==> src/rtl/reg_display_sched_if.sv <==
// Bus bundle between the register display sequencer, the cpu regfile port and a vram_muxer
// writer slot. master is the sequencer side, slave is the cpu/muxer side.
interface reg_display_sched_if;
    logic         start;
    logic         busy;
    logic         done;
    logic         regfile_request;
    logic [3:0]   regfile_ra;
    logic         regfile_grant;
    logic [15:0]  regfile_rd;
    logic         activate_write;
    logic         vram_turn;
    logic [8:0]   vram_addr;
    logic [639:0] vram_in;
    logic [639:0] vram_out;
    logic         vram_we;

    modport master (
        input  start,
        output busy,
        output done,
        output regfile_request,
        output regfile_ra,
        input  regfile_grant,
        input  regfile_rd,
        output activate_write,
        input  vram_turn,
        output vram_addr,
        input  vram_in,
        output vram_out,
        output vram_we
    );

    modport slave (
        output start,
        input  busy,
        input  done,
        input  regfile_request,
        input  regfile_ra,
        output regfile_grant,
        output regfile_rd,
        input  activate_write,
        output vram_turn,
        input  vram_addr,
        output vram_in,
        input  vram_out,
        input  vram_we
    );
endinterface

==> src/rtl/reg_display_sched.sv <==
// Walks R0..R15, fetches each through the regfile port and, when it differs from the shadow
// copy, read-modify-writes that register's band of VRAM lines with a 16-cell bit-map.
module reg_display_sched #(
    parameter int unsigned BASE_LINE     = 64,
    parameter int unsigned LINES_PER_REG = 8,
    parameter int unsigned X_OFFSET      = 256,
    parameter int unsigned VRAM_LAT      = 2
) (
    input logic                  clk,
    input logic                  rst,
    reg_display_sched_if.master  bus
);

    localparam int unsigned LatW = (VRAM_LAT > 1) ? $clog2(VRAM_LAT) : 1;

    typedef enum logic [3:0] {
        StIdle, StRfReq, StRfWait, StCmp, StVrReq, StVrRd, StVrWr, StVrRel, StNext
    } state_e;

    state_e          state_q, state_d;
    logic [3:0]      idx_q, idx_d;
    logic [4:0]      k_q, k_d;
    logic [LatW-1:0] lat_q, lat_d;
    logic [15:0]     val_q, val_d;
    logic [639:0]    line_q, line_d;
    logic            grant_q;
    logic [15:0]     shadow_q [16];
    logic [15:0]     shadow_valid_q;
    logic            shadow_we;

    logic [8:0]      line_addr;
    logic [639:0]    line_wr;

    logic            busy, done, regfile_request, activate_write, vram_we;
    logic [3:0]      regfile_ra;
    logic [8:0]      vram_addr;
    logic [639:0]    vram_out;

    assign line_addr = 9'(BASE_LINE + 32'(idx_q) * LINES_PER_REG + 32'(k_q));

    // Cell b is 7 lit columns plus a blank gap column; MSB sits leftmost.
    always_comb begin
        line_wr = line_q;
        for (int b = 0; b < 16; b++) begin
            line_wr[X_OFFSET + (15 - b) * 8 +: 7] = {7{val_q[b]}};
            line_wr[X_OFFSET + (15 - b) * 8 + 7]  = 1'b0;
        end
    end

    always_comb begin
        state_d         = state_q;
        idx_d           = idx_q;
        k_d             = k_q;
        lat_d           = lat_q;
        val_d           = val_q;
        line_d          = line_q;
        shadow_we       = 1'b0;
        busy            = (state_q != StIdle);
        done            = 1'b0;
        regfile_request = 1'b0;
        regfile_ra      = 4'd0;
        activate_write  = 1'b0;
        vram_addr       = 9'd0;
        vram_out        = '0;
        vram_we         = 1'b0;

        unique case (state_q)
            StIdle: begin
                if (bus.start) begin
                    idx_d   = 4'd0;
                    k_d     = 5'd0;
                    state_d = StRfReq;
                end
            end
            StRfReq: begin
                regfile_ra      = idx_q;
                regfile_request = 1'b1;
                state_d         = StRfWait;
            end
            StRfWait: begin
                regfile_ra      = idx_q;
                regfile_request = 1'b1;
                // A grant left high from an earlier fetch must not be mistaken for this one.
                if (bus.regfile_grant && !grant_q) begin
                    val_d   = bus.regfile_rd;
                    state_d = StCmp;
                end
            end
            StCmp: begin
                if (shadow_valid_q[idx_q] && (shadow_q[idx_q] == val_q)) begin
                    state_d = StNext;
                end else begin
                    k_d     = 5'd0;
                    state_d = StVrReq;
                end
            end
            StVrReq: begin
                activate_write = 1'b1;
                vram_addr      = line_addr;
                if (bus.vram_turn) begin
                    lat_d   = '0;
                    state_d = StVrRd;
                end
            end
            StVrRd: begin
                activate_write = 1'b1;
                vram_addr      = line_addr;
                if (!bus.vram_turn) begin
                    state_d = StVrReq;
                end else if (lat_q == LatW'(VRAM_LAT - 1)) begin
                    line_d  = bus.vram_in;
                    state_d = StVrWr;
                end else begin
                    lat_d = lat_q + 1'b1;
                end
            end
            StVrWr: begin
                activate_write = 1'b1;
                vram_addr      = line_addr;
                vram_out       = line_wr;
                if (!bus.vram_turn) begin
                    state_d = StVrReq;
                end else begin
                    vram_we = 1'b1;
                    state_d = StVrRel;
                end
            end
            StVrRel: begin
                // activate_write stays low here so other writers can win the muxer.
                if (k_q == 5'(LINES_PER_REG - 1)) begin
                    shadow_we = 1'b1;
                    state_d   = StNext;
                end else begin
                    k_d     = k_q + 5'd1;
                    state_d = StVrReq;
                end
            end
            StNext: begin
                if (idx_q == 4'd15) begin
                    done    = 1'b1;
                    state_d = StIdle;
                end else begin
                    idx_d   = idx_q + 4'd1;
                    state_d = StRfReq;
                end
            end
            default: state_d = StIdle;
        endcase
    end

    always_ff @(posedge clk or negedge rst) begin
        if (!rst) begin
            state_q        <= StIdle;
            idx_q          <= 4'd0;
            k_q            <= 5'd0;
            lat_q          <= '0;
            val_q          <= 16'd0;
            line_q         <= '0;
            grant_q        <= 1'b0;
            shadow_valid_q <= 16'd0;
            for (int r = 0; r < 16; r++) begin
                shadow_q[r] <= 16'd0;
            end
        end else begin
            state_q <= state_d;
            idx_q   <= idx_d;
            k_q     <= k_d;
            lat_q   <= lat_d;
            val_q   <= val_d;
            line_q  <= line_d;
            grant_q <= bus.regfile_grant;
            if (shadow_we) begin
                shadow_q[idx_q]       <= val_q;
                shadow_valid_q[idx_q] <= 1'b1;
            end
        end
    end

    assign bus.busy            = busy;
    assign bus.done            = done;
    assign bus.regfile_request = regfile_request;
    assign bus.regfile_ra      = regfile_ra;
    assign bus.activate_write  = activate_write;
    assign bus.vram_addr       = vram_addr;
    assign bus.vram_out        = vram_out;
    assign bus.vram_we         = vram_we;

endmodule

==> src/flat_wrapper.sv <==
// flat-port wrapper written by rule: the top's interface ports become plain ports
module reg_display_sched_flat 
#(
    parameter int unsigned BASE_LINE     = 64,
    parameter int unsigned LINES_PER_REG = 8,
    parameter int unsigned X_OFFSET      = 256,
    parameter int unsigned VRAM_LAT      = 2
)
  (clk, rst, bus_start, bus_busy, bus_done, bus_regfile_request, bus_regfile_ra, bus_regfile_grant, bus_regfile_rd, bus_activate_write, bus_vram_turn, bus_vram_addr, bus_vram_in, bus_vram_out, bus_vram_we);
  reg_display_sched_if bus_i ();
  input logic clk;
  input logic rst;
  input wire logic [$bits(bus_i.start)-1:0] bus_start;
  output wire logic [$bits(bus_i.busy)-1:0] bus_busy;
  output wire logic [$bits(bus_i.done)-1:0] bus_done;
  output wire logic [$bits(bus_i.regfile_request)-1:0] bus_regfile_request;
  output wire logic [$bits(bus_i.regfile_ra)-1:0] bus_regfile_ra;
  input wire logic [$bits(bus_i.regfile_grant)-1:0] bus_regfile_grant;
  input wire logic [$bits(bus_i.regfile_rd)-1:0] bus_regfile_rd;
  output wire logic [$bits(bus_i.activate_write)-1:0] bus_activate_write;
  input wire logic [$bits(bus_i.vram_turn)-1:0] bus_vram_turn;
  output wire logic [$bits(bus_i.vram_addr)-1:0] bus_vram_addr;
  input wire logic [$bits(bus_i.vram_in)-1:0] bus_vram_in;
  output wire logic [$bits(bus_i.vram_out)-1:0] bus_vram_out;
  output wire logic [$bits(bus_i.vram_we)-1:0] bus_vram_we;
  assign bus_i.start = bus_start;
  assign bus_busy = bus_i.busy;
  assign bus_done = bus_i.done;
  assign bus_regfile_request = bus_i.regfile_request;
  assign bus_regfile_ra = bus_i.regfile_ra;
  assign bus_i.regfile_grant = bus_regfile_grant;
  assign bus_i.regfile_rd = bus_regfile_rd;
  assign bus_activate_write = bus_i.activate_write;
  assign bus_i.vram_turn = bus_vram_turn;
  assign bus_vram_addr = bus_i.vram_addr;
  assign bus_i.vram_in = bus_vram_in;
  assign bus_vram_out = bus_i.vram_out;
  assign bus_vram_we = bus_i.vram_we;
  reg_display_sched #(.BASE_LINE(BASE_LINE), .LINES_PER_REG(LINES_PER_REG), .X_OFFSET(X_OFFSET), .VRAM_LAT(VRAM_LAT)) u_core (.clk(clk), .rst(rst), .bus(bus_i));
endmodule
==> config.mk <==
export PLATFORM = sky130hd
export DESIGN_NAME = reg_display_sched_flat
export DESIGN_NICKNAME = d
export VERILOG_FILES = /design/src/rtl/reg_display_sched_if.sv /design/src/rtl/reg_display_sched.sv /design/src/flat_wrapper.sv
export SDC_FILE = /design/constraint.sdc
export NUM_CORES = 1
export LEC_CHECK = 0
export ABC_AREA = 1
export CORE_AREA = 2 2 516 518
export DETAILED_ROUTE_END_ITERATION = 10
export DIE_AREA = 0 0 518 520
export REMOVE_ABC_BUFFERS = 1
export SLEW_MARGIN = 20
export SYNTH_ARGS = -nofsm -noshare
export SYNTH_HDL_FRONTEND = slang
export SYNTH_SLANG_ARGS = --single-unit
==> constraint.sdc <==
create_clock -name clk -period 2.8 [get_ports clk]
set_input_delay 0.56 -clock clk [delete_from_list [all_inputs] [get_ports clk]]
set_output_delay 0.56 -clock clk [all_outputs]
set_load 0.02 [all_outputs]
==> results.py <==
metrics = {
    "clocking": {
        "clk_latency_ps": 800,
        "clkTransAtPathRegs_ps": 60,
        "clock-root-buffer": "clkbuf_16",
        "h-tree-depth": 3,
        "cts_buffers": 101,
        "cts.path.max_buffers": 3,
        "cts_tree": "built",
        "numClockSinks": 815,
    },
    "power": {
        "p_comb_share_pct": 42.7,
        "ir_drop_mv": 0.5427,
        "p_sw_share_pct": 39.29,
        "p_switching_uw": 20380,
        "intPower_uw": 31490,
        "power_density_nw_per_um2": 868.6,
        "p_leak_uw": 0.02946,
        "pwr-share-clk_pct": 26.6,
        "p_total_uw": 51870,
        "p_seq_share_pct": 30.7,
    },
    "sta": {
        "finalSetupViolations": 579,
        "slew_headroom_pct": 50.22,
        "rsz0062_at_grt": "true",
        "finalCriticalPeriod_ps": 3153,
        "hold_slack_ps": 335.9,
        "slew_viol_final": 0,
        "fmax_ghz": 0.3171,
        "post-route-period-util_pct": 112.6,
        "setup_ws_ps": -353.2,
        "worst_pin_slew_ps": 746.7,
        "fin_skew_ps": 75.09,
        "hold_viol": 0,
    },
    "route": {
        "ant_nets": 0,
        "vias": 34664,
        "viasPerCell": 3.636,
        "initialDrtViolationCount": 2620,
        "drt_wl_total_mm": 191.9,
        "drc_errors": 0,
        "dr.pass1.iters": 5,
        "post_drt_wl_per_cell_um": 20.13,
    },
    "floorplan": {
        "start_util_pct": 14.06,
        "coreArea_um2": 263900,
        "die_area_um2": 269400,
        "die_h_um": 520,
        "floorplan.rows": 189,
        "io_pins": 1319,
        "die_w_um": 518,
    },
    "place": {
        "io_buffers": 1173,
        "dp_hpwl_mm": 153.2,
        "routabilityCongestion": 0.8529,
        "place_ws_ps": -21.72,
    },
    "logic_synthesis": {
        "syn_area_um2": 37110,
        "yosysWarnings": 0,
        "synth.distinct_cells": 29,
        "syn_area_per_cell_um2": 7.796,
        "ys_ff_latch": 815,
        "syn_inst": 4760,
        "yosysSeqAreaShare_pct": 54.96,
    },
    "final_layout": {
        "syn_to_final_growth_pct": 60.93,
        "drive_above_1_share_pct": 17.14,
        "layout_commonest_cell": "nor2_1",
        "final_cell_mix": "1114 x nor2_1, 811 x dfrtp_1, 653 x nand2_1",
        "fillCellCount": 29207,
        "seqCellArea_um2": 20400,
        "multiInputGateArea_um2": 12930,
        "nets": 6567,
    },
    "global_routing": {
        "grt_pass1_vias": 33104,
        "grt_pass1_wl_mm": 261.8,
        "grt_max_degree": 100,
        "grt_use_total_pct": 13.74,
        "antenna_found_initial": 108,
        "grt_overflow": 0,
    },
    "setup_path": {
        "crit_required_ps": 2240,
        "arrival_ps": 2590,
        "crit_type": "flip-flop to primary output",
        "end_kind": "primary output",
        "ff2ff_path_depth": 20,
        "cp-start-kind": "flip-flop",
        "ff2ff_setup_slack_ps": 10,
        "cp_max_fo": 90,
    },
    "worst_hold_path": {
        "holdPathStages": 3,
        "hp-class": "input port to flip-flop",
    },
    "flow_run": {
        "drv_cap": 0,
    },
    "run_status": {
        "status": "finished, violations left",
        "violations": "setup timing",
    },
}
layer usage:
| layer | part of all wire [%] | global-route usage (%) | up-vias |
|---|---|---|---|
| met5 | 0.20 | 0 | - |
| met4 | 3.6 | 4.359 | 58 |
| met3 | 9.7 | 5.372 | 370 |
| met2 | 50 | 24.37 | 1314 |
| met1 | 36 | 14.91 | 16234 |
| li1 | - | - | 16688 |
timing repair:
action | CTS | global route
buffers inserted | 10 | 9
setup endpoints to repair | 641 | 646
endpoints found under the hold margin | 17 | 0
resized for setup | 860 | 274
pin swaps | 5 | 3
hold buffers | 1 | 0
gates cloned | 2 | 3
path summary, 6_finish.rpt:
| path | from | end |
|---|---|---|
| setup reg to reg | u_core.idx_q[0] | u_core.k_q[2] |
| hold reg to reg | u_core.shadow_valid_q[9] | u_core.shadow_valid_q[9] |
| min in group asynchronous | rst | u_core.shadow_q[252] |
| hold / removal | bus_vram_in[484] | u_core.line_q[484] |
| setup / recovery | u_core.state_q[3] | bus_vram_out[478] |
| max in group asynchronous | rst | u_core.line_q[542] |
Yosys cell counts (all sizes together):
| cell | count | share of area (%) |
|---|---|---|
| o21a | 1 | 0.020 |
| nor3b | 1 | 0.020 |
| clkbuf | 247 | 2.5 |
| o21ai | 366 | 4.9 |
| xnor2 | 1 | 0.024 |
| nor2 | 1259 | 13 |
| o211ai | 7 | 0.14 |
| conb | 1 | 0.010 |
| nand3 | 35 | 0.50 |
| a21oi | 533 | 7.2 |
| xor2 | 4 | 0.094 |
| inv | 651 | 6.6 |
| nor3 | 6 | 0.081 |
| ha | 7 | 0.24 |
| nand4 | 6 | 0.10 |
| o22ai | 4 | 0.067 |
| a2111oi | 2 | 0.047 |
| fa | 1 | 0.054 |
| dfrtp | 815 | 55 |
| buf | 159 | 3.1 |
| nand2 | 654 | 6.6 |
per-stage QoR:
step / setup TNS, ps / std cells / util (%) / instance area (um2)
2_1_floorplan: - / 4370 / - / 35100
3_3_place_gp: 0 / 9303 / 21.06 / 55580
3_5_place_dp: -22.61 / 9303 / 21.06 / 55580
4_1_cts: -164660 / 9500 / 22.53 / 59460
5_1_grt: -157610 / 9518 / 22.61 / 59680
6_report: -88150 / 9533 / 22.63 / 59720
cells by family after synthesis:
kind of cell,share of synthesized area (%)
simple gates,20.06
buf+inv,12.16
compound gates,12.40
flops,54.96
fa+ha+maj,0.2900
xor+xnor,0.1180
other cells,0.01011
flip-flops by register name, indices dropped and copies added (netlist names):
signal,cells
u_core.state_q,4
u_core.idx_q,4
u_core.shadow_q,256
u_core.shadow_valid_q,16
u_core.grant_q,1
u_core.line_q,512
u_core.k_q,5
u_core.lat_q,1
u_core.val_q,16
area by class of cell:
class,instances,area share [%]
flip-flops and latches,815,34.16
repair buffers,1425,26.71
multi-input cells,2904,21.65
well taps,3533,7.402
clock buffers,142,4.959
inverters,651,4.096
clock inverters,42,0.9282
diodes,21,0.08800
worst max-delay path, cell delays in order (launching register included):
cell and delay (ps):
dfrtp_2 420, nor2_4 150, nand3_4 160, buf_12 200, buf_16 200, nor2_2 330
buf_4 210
power groups by stage:
stage	clock [uW]	combinational, uW	sequential [uW]
2_1_floorplan	0	7590	16500
3_3_place_gp	0	22200	16000
3_5_place_dp	0	22400	16200
4_1_cts	14300	22300	15900
5_1_grt	14700	23900	16200
6_report	13800	22100	15900
(Power assumes the default switching activity.)
